**src/rtl/regfile_initiator.sv**
```systemverilog
// Command-driven master for a 64x16 register file: READ/WRITE/COPY/ADD over valid/ready.
// Define REGFILE_REG0_PROTECT_EN to make register 0 read-only (writes report RespError).
module regfile_initiator #(
    parameter int ADDR_W = 6,
    parameter int DATA_W = 16
) (
    input  logic              Clock,
    input  logic              nReset,
    input  logic              CmdValid,
    output logic              CmdReady,
    input  logic [1:0]        CmdOp,
    input  logic [ADDR_W-1:0] CmdAddrA,
    input  logic [ADDR_W-1:0] CmdAddrB,
    input  logic [DATA_W-1:0] CmdData,
    output logic              RespValid,
    input  logic              RespReady,
    output logic [DATA_W-1:0] RespDataA,
    output logic [DATA_W-1:0] RespDataB,
    output logic              RespCarry,
    output logic              RespError,
    output logic [ADDR_W-1:0] AddressA,
    output logic [ADDR_W-1:0] AddressB,
    output logic [DATA_W-1:0] WriteData,
    output logic              WriteEnable,
    input  logic [DATA_W-1:0] ReadDataA,
    input  logic [DATA_W-1:0] ReadDataB
);

    typedef enum logic [1:0] {IDLE, EXEC, COMMIT, RESP} state_t;

    localparam logic [1:0] OP_READ  = 2'b00;
    localparam logic [1:0] OP_WRITE = 2'b01;
    localparam logic [1:0] OP_COPY  = 2'b10;

`ifdef REGFILE_REG0_PROTECT_EN
    localparam bit PROTECT_REG0 = 1'b1;
`else
    localparam bit PROTECT_REG0 = 1'b0;
`endif

    state_t              state_q;
    logic [1:0]          op_q;
    logic [DATA_W-1:0]   cmd_data_q;
    logic [ADDR_W-1:0]   addr_a_q;
    logic [ADDR_W-1:0]   addr_b_q;
    logic [DATA_W-1:0]   wdata_q;
    logic                we_q;
    logic [DATA_W-1:0]   resp_a_q;
    logic [DATA_W-1:0]   resp_b_q;
    logic                carry_q;
    logic                err_q;
    logic                cmd_ready_q;
    logic                resp_valid_q;

    logic [DATA_W:0]     sum;
    logic                reg0_blocked;

    assign sum          = {1'b0, ReadDataA} + {1'b0, ReadDataB};
    assign reg0_blocked = PROTECT_REG0 && (op_q != OP_READ) && (addr_a_q == '0);

    // NOTE: all state here is sequential, so every assignment uses <= to avoid ordering races.
    always_ff @(posedge Clock or negedge nReset) begin
        if (!nReset) begin
            state_q      <= IDLE;
            op_q         <= OP_READ;
            cmd_data_q   <= '0;
            addr_a_q     <= '0;
            addr_b_q     <= '0;
            wdata_q      <= '0;
            we_q         <= 1'b0;
            resp_a_q     <= '0;
            resp_b_q     <= '0;
            carry_q      <= 1'b0;
            err_q        <= 1'b0;
            cmd_ready_q  <= 1'b1;
            resp_valid_q <= 1'b0;
        end else begin
            case (state_q)
                IDLE: begin
                    if (CmdValid && cmd_ready_q) begin
                        op_q        <= CmdOp;
                        addr_a_q    <= CmdAddrA;
                        addr_b_q    <= CmdAddrB;
                        cmd_data_q  <= CmdData;
                        err_q       <= 1'b0;
                        cmd_ready_q <= 1'b0;
                        state_q     <= EXEC;
                    end
                end
                EXEC: begin
                    if (op_q == OP_READ) begin
                        resp_a_q     <= ReadDataA;
                        resp_b_q     <= ReadDataB;
                        carry_q      <= 1'b0;
                        resp_valid_q <= 1'b1;
                        state_q      <= RESP;
                    end else if (reg0_blocked) begin
                        // Protected write: skip COMMIT so WriteEnable never pulses.
                        resp_a_q     <= '0;
                        resp_b_q     <= '0;
                        carry_q      <= 1'b0;
                        err_q        <= 1'b1;
                        resp_valid_q <= 1'b1;
                        state_q      <= RESP;
                    end else begin
                        case (op_q)
                            OP_WRITE: begin
                                wdata_q <= cmd_data_q;
                                carry_q <= 1'b0;
                            end
                            OP_COPY: begin
                                wdata_q <= ReadDataB;
                                carry_q <= 1'b0;
                            end
                            default: {carry_q, wdata_q} <= sum;
                        endcase
                        we_q    <= 1'b1;
                        state_q <= COMMIT;
                    end
                end
                COMMIT: begin
                    we_q         <= 1'b0;
                    resp_a_q     <= wdata_q;
                    resp_b_q     <= '0;
                    resp_valid_q <= 1'b1;
                    state_q      <= RESP;
                end
                RESP: begin
                    if (RespReady) begin
                        resp_valid_q <= 1'b0;
                        cmd_ready_q  <= 1'b1;
                        state_q      <= IDLE;
                    end
                end
                default: state_q <= IDLE;
            endcase
        end
    end

    assign CmdReady    = cmd_ready_q;
    assign RespValid   = resp_valid_q;
    assign RespDataA   = resp_a_q;
    assign RespDataB   = resp_b_q;
    assign RespCarry   = carry_q;
    assign RespError   = err_q;
    assign AddressA    = addr_a_q;
    assign AddressB    = addr_b_q;
    assign WriteData   = wdata_q;
    assign WriteEnable = we_q;

endmodule
```
**config.mk**
```make
export PLATFORM = sky130hd
export DESIGN_NAME = regfile_initiator
export DESIGN_NICKNAME = d
export VERILOG_FILES = /design/src/rtl/regfile_initiator.sv
export SDC_FILE = /design/constraint.sdc
export NUM_CORES = 1
export LEC_CHECK = 0
export BUFFER_PORTS_ARGS = -buffer_cell sky130_fd_sc_hd__buf_2
export CAP_MARGIN = 20
export CORE_MARGIN = 1.5
export CORE_UTILIZATION = 35
export DETAILED_ROUTE_END_ITERATION = 10
export PLACE_DENSITY_LB_ADDON = 0.05
export SETUP_SLACK_MARGIN = 0.4
export SYNTH_ARGS = -nofsm -noshare
export SYNTH_HDL_FRONTEND = slang
export SYNTH_SLANG_ARGS = --single-unit
export TNS_END_PERCENT = 30
```
**constraint.sdc**
```tcl
create_clock -name Clock -period 5.14 [get_ports Clock]
set_input_delay 0.257 -clock Clock [delete_from_list [all_inputs] [get_ports Clock]]
set_output_delay 0.257 -clock Clock [all_outputs]
set_load 0.03 [all_outputs]
```
---- Word level (Yosys, flattened, before mapping) ----
Cells that the tools add are included.
storage, ports and cells
  flip-flop bits (word level) ............. 84
  bits of input ports ..................... 66
  output and inout port bits .............. 65
operators by class
  add/sub/neg operators ................... 1
  equal/unequal tests ..................... 9
  mux-type cells .......................... 19
  bitwise logic cells ..................... 1
  reduce and logical (&&, ||, !) cells .... 14
operator list
  operator                                        number
  one-hot mux 16 bit (2 select lines)             3
  two-way mux 16 bit                              2
  adder 16 x 16 -> 17 bit                         1
  AND reduction 2 bit                             5
  two-way mux 1 bit                               8
  != test 2 bit (second input constant)           4
  one-hot mux 2 bit (4 select lines)              1
  == test 2 bit (second input constant)           3
  AND reduction 3 bit                             2
  == test 2 x 1 -> 1 bit (second input constant)  2
  zero test 2 bit                                 2
  two-way mux 2 bit                               2
  one-hot mux 1 bit (2 select lines)              2
  nonzero test 2 bit                              2
  one-hot mux 1 bit (3 select lines)              1
  nonzero test 3 bit                              1
  OR reduction 2 bit                              1
  logical AND 1 bit                               1
  NOT 1 bit                                       1

---- Depth between registers and ports, before layout ----
  depth in word-level cells ............... 4
  depth in mapped cells ................... 9
  depth with buffers taken out ............ 9

---- Least setup slack after synthesis ----
No wires, ideal clock.
  path type ............................... input to register
  from .................................... input ReadDataA[4]
  to ...................................... register wdata_q[11], in the netlist WriteData[11]
  data arrival time ....................... 1755 ps
  slack ................................... 3265 ps
  cell stages on the path ................. 7
  cell sequence ........................... ha_1 a21o_1 a31o_2 o21ai_2 a21oi_2 or3_1 a31o_1
on the way
  cells in the longest elaborated chain, start to end .. 2
RTL lines
  what                                 line  RTL
  start, declared                      25    input logic [DATA_W-1:0] ReadDataA,
  adder 16 x 16 -> 17 bit              58    assign sum = {1'b0, ReadDataA} + {1'b0, ReadDataB};
  one-hot mux 16 bit (2 select lines)  106   case (op_q)
  end signal, assigned                 108   wdata_q <= cmd_data_q;
  end signal, assigned                 112   wdata_q <= ReadDataB;
  end signal, assigned                 115   default: {carry_q, wdata_q} <= sum;
  end, declared                        46    logic [DATA_W-1:0] wdata_q;
Every way passes these cells.
A chain may end at the register's enable or synchronous reset.

---- Final worst setup path ----
  from .................................... register op_q[0]
  to ...................................... register wdata_q[15], in the netlist WriteData[15]
on the way
  cells in the longest elaborated chain, start to end .. 3
  elaborated cells on any way between the ends .. 6
  those cells by class .................... eq/ne: 2; mux: 1; bitwise: 1; reduce/logical: 2
RTL lines
  what                                                                                         line  RTL
  start, declared                                                                              42    logic [1:0] op_q;
  start signal, assigned                                                                       81    op_q <= CmdOp;
  parallel branches: the longest is 3 deep, another holds one-hot mux 16 bit (2 select lines)  n/a
Several ways; the timed one is not identified.

==> key figures <==
STA
  • Worst-Margin Slew: 0.9196 ns
  • Setup TNS: 0 ns
  • Final Hold Viols: 0
  • Setup-failing EPs final: 0
  • Max transition margin: 38.69%
  • Slew Limit Fails: 0
  • Worst clock skew: 0.006436 ns
  • Worst hold slack: 0.1448 ns
  • Clock period minus worst slack: 2.488 ns
  • Fmax: 0.4019 GHz
  • RSZ-0062 raised after global routing: no
  • Fin crit share: 48.41%

Logic synthesis
  • Simple-Gate Fraction of Synth Area: 8.134%
  • XOR/XNOR share of the synthesized area: 1.792%
  • Synth top cells by count: dfrtp_1 (83), nand2_1 (40), o21ai_0 (35)
  • Number of synthesized flops with an enable pin: 0
  • Mux cell area share after synthesis: 12.26%
  • Main combinational cell family by area after synthesis: compound AO/OA/AOI/OAI gates
  • Most used DFF post-synth: dfrtp_1
  • Synth Net Count: 505
  • Mapped cell area: 4399 sq um
  • Count leader, synth: dfrtp_1
  • Synth unique cells: 55
  • Yosys reg bits: 84
  • Area share of the largest cell type after synthesis: 47.21%
  • Synth Area in Compound Gates: 19.54%
  • Mean post-synth cell area: 10.63 sq um
  • Synth Area in Adders: 7.281%
  • Warnings, synthesis: 0
  • Area contributors post-synth: dfrtp_1 (47%), mux2_2 (7.9%), ha_1 (6.8%)
  • Area leader, netlist: dfrtp_1
  • Seq/Total Area, Yosys: 47.81%
  • Gate Count Post-Synth: 414
  • Async set or reset register ratio after synthesis: 100.0%

Run
  • Max Cap Viol: 0

Routing
  • Initial drt markers: 181
  • # DRC: 0
  • DR WL/cell: 16.93 um
  • Final wirelength: 11990 um
  • Vias per cell: 5.066
  • TritonRoute pass-1 iters: 4
  • Antenna violation net count after detailed routing: 0
  • Vias: 3587

Clock tree
  • CTS tree: built
  • Clock buffer depth: 2
  • Post-CTS setup buffers: 0
  • Clk sink count: 84
  • Clock root buffer: clkbuf_16
  • Max H-tree Level: 3
  • TritonCTS buffer count: 9
  • Reg clk slew, reported paths: 0.06 ns
  • Clk_lat worst skew: 0.34 ns

Power
  • PwrDens: 667.5 nW/um^2
  • Leak: 2.722 nW
  • Max VDD drop: 0.0002782 V

Setup path
  • WP data required: 5.36 ns
  • Startpoint Class: flip-flop
  • Worst path cell trace: inv_1 -> ha_1 -> nand2b_1 -> or2_0 -> nor2_1 -> a221oi_1 -> nand2_1
  • Crit. End Element: flip-flop
  • Slowest CP cell: nand2b_1
  • Worst EP arrival: 2.71 ns
  • Crit-path max FO: 25
  • Critical path class: flip-flop to flip-flop
  • Max incr delay on CP: 0.74 ns

GRT
  • Pin count of the biggest net entering global routing: 48
  • Vias in the first global route: 3605
  • GR Overflow Total: 0
  • Total Routing Usage GR: 19.09%
  • Initial antenna violation count: 0
  • First-pass GRT wire length: 19040 um

Floorplan
  • Die Ht: 115.1 um
  • Die area: 13250 sq um
  • Ports: 131
  • Cell Rows: 40
  • Initial Util: 36.32%
  • Die Wd: 115.1 um
  • Core ar.: 12110 sq um

Finish
  • Fillers: 1218
  • Area Growth Syn to Fin: 25.09%
  • Antenna diodes: 0
  • Nets: 628
  • Layout cells sized above 1: 34.63%

Placed design
  • PortBufs: 129
  • RD Place Congestion: 0.8414
  • Detailed Place HPWL: 8953 um

Hold path
  • Worst hold path type: input pin to flip-flop

Status
  • Outcome: completed
[cells in the final DEF, fill, tap and decap left out, types with 2 or more instances in the layout]
cell type  count
mux2_2        31
nor2b_1        2
a22oi_1       12
buf_2        128
xor2_1         5
nor2_1        23
a21oi_1       21
buf_4          5
inv_1         12
a22o_1        22
clkinv_2       3
mux2i_1       19
o21ai_0       35
a21boi_0       2
xnor2_1        4
nand2b_1       2
nand3_1        2
nand2_1       40
a21o_1         8
dfrtp_1       83
clkbuf_16      9
ha_1          24
o21ai_1        8
nand4_1        3
o31ai_1        3
[logic make-up (layout without fill, tap and decap cells)]
family / count (synthesis) / count (layout)
compound gates: 129 / 129
xor+xnor: 9 / 9
fa+ha+maj: 25 / 25
buf+inv: 35 / 161
flops: 84 / 84
mux: 50 / 50
other cells: 1 / 1
simple gates: 81 / 81
[per-layer routing]
metal  global-route usage [%]  up-vias  part of all wire [%]
li1                         -     1743                     -
met1                    27.01     1718                    49
met2                    28.49      112                    44
met3                    4.586       14                   6.0
met4                    6.914        0                   1.5
met5                        0        -                     0
[power breakdown]
part / switching, W / total [W] / internal, W
Clock: 0.000252 / 0.000585 / 0.000333
Sequential: 0.000194 / 0.00118 / 0.000988
Combinational: 0.00122 / 0.00191 / 0.000687
[metrics by stage]
step | util (%) | power [W] | setup WS, ns | cells | instance area [sq um]
CTS | 45.43 | 0.003723 | 2.617 | 708 | 5503
floorplan | - | 0.002505 | 3.265 | 414 | 4399
global placement | 43.00 | 0.003041 | 2.668 | 692 | 5207
finish | 45.43 | 0.003673 | 2.652 | 708 | 5503
global route | 45.43 | 0.003937 | 2.377 | 708 | 5503
detailed placement | 43.22 | 0.003111 | 2.656 | 693 | 5235
[critical path, delay by kind of cell (launching register included)]
kind	cells	cell delay (ns)
AO/OA/AOI/OAI	1	0.28
AND/OR/NAND/NOR	4	1.38
flip-flops	1	0.40
buffers and inverters	1	0.09
adder cells (fa/ha/maj)	1	0.22
[path summary, 6_finish.rpt]
path,slack [ns],start,cells after the start,to
worst max-delay path,2.65,op_q[0],7,WriteData[15]
worst min-delay path,0.14,CmdData[12],2,cmd_data_q[12]
worst max register to register,2.65,op_q[0],7,WriteData[15]
worst min register to register,0.48,RespDataA[0],2,RespDataA[0]
max in group asynchronous,3.71,nReset,3,RespCarry
min in group asynchronous,0.43,nReset,2,WriteData[3]
[what timing repair did]
item / in CTS / in global routing
hold buffers: 1 / 0
resized for setup: 0 / 0
endpoints found under the hold margin: 36 / 0
[sequential cells by signal (all words and copies together), names as in the netlist]
register	cells
RespDataA	16
RespDataB	16
WriteData	16
cmd_data_q	16
AddressA	6
AddressB	6
op_q	2
state_q	2
CmdReady	1
RespCarry	1
RespValid	1
WriteEnable	1
[layout make-up]
cell class,instances,area [sq um],share of cell area [%]
flip-flops and latches,84,2103,38.22
well taps,168,210.2,3.820
inverters,12,45.04,0.8186
repair buffers,135,715.7,13.01
multi-input cells,295,2171,39.45
clock inverters,3,15.01,0.2729
clock buffers,11,242.7,4.411
Power figures use the tool's default switching activity.
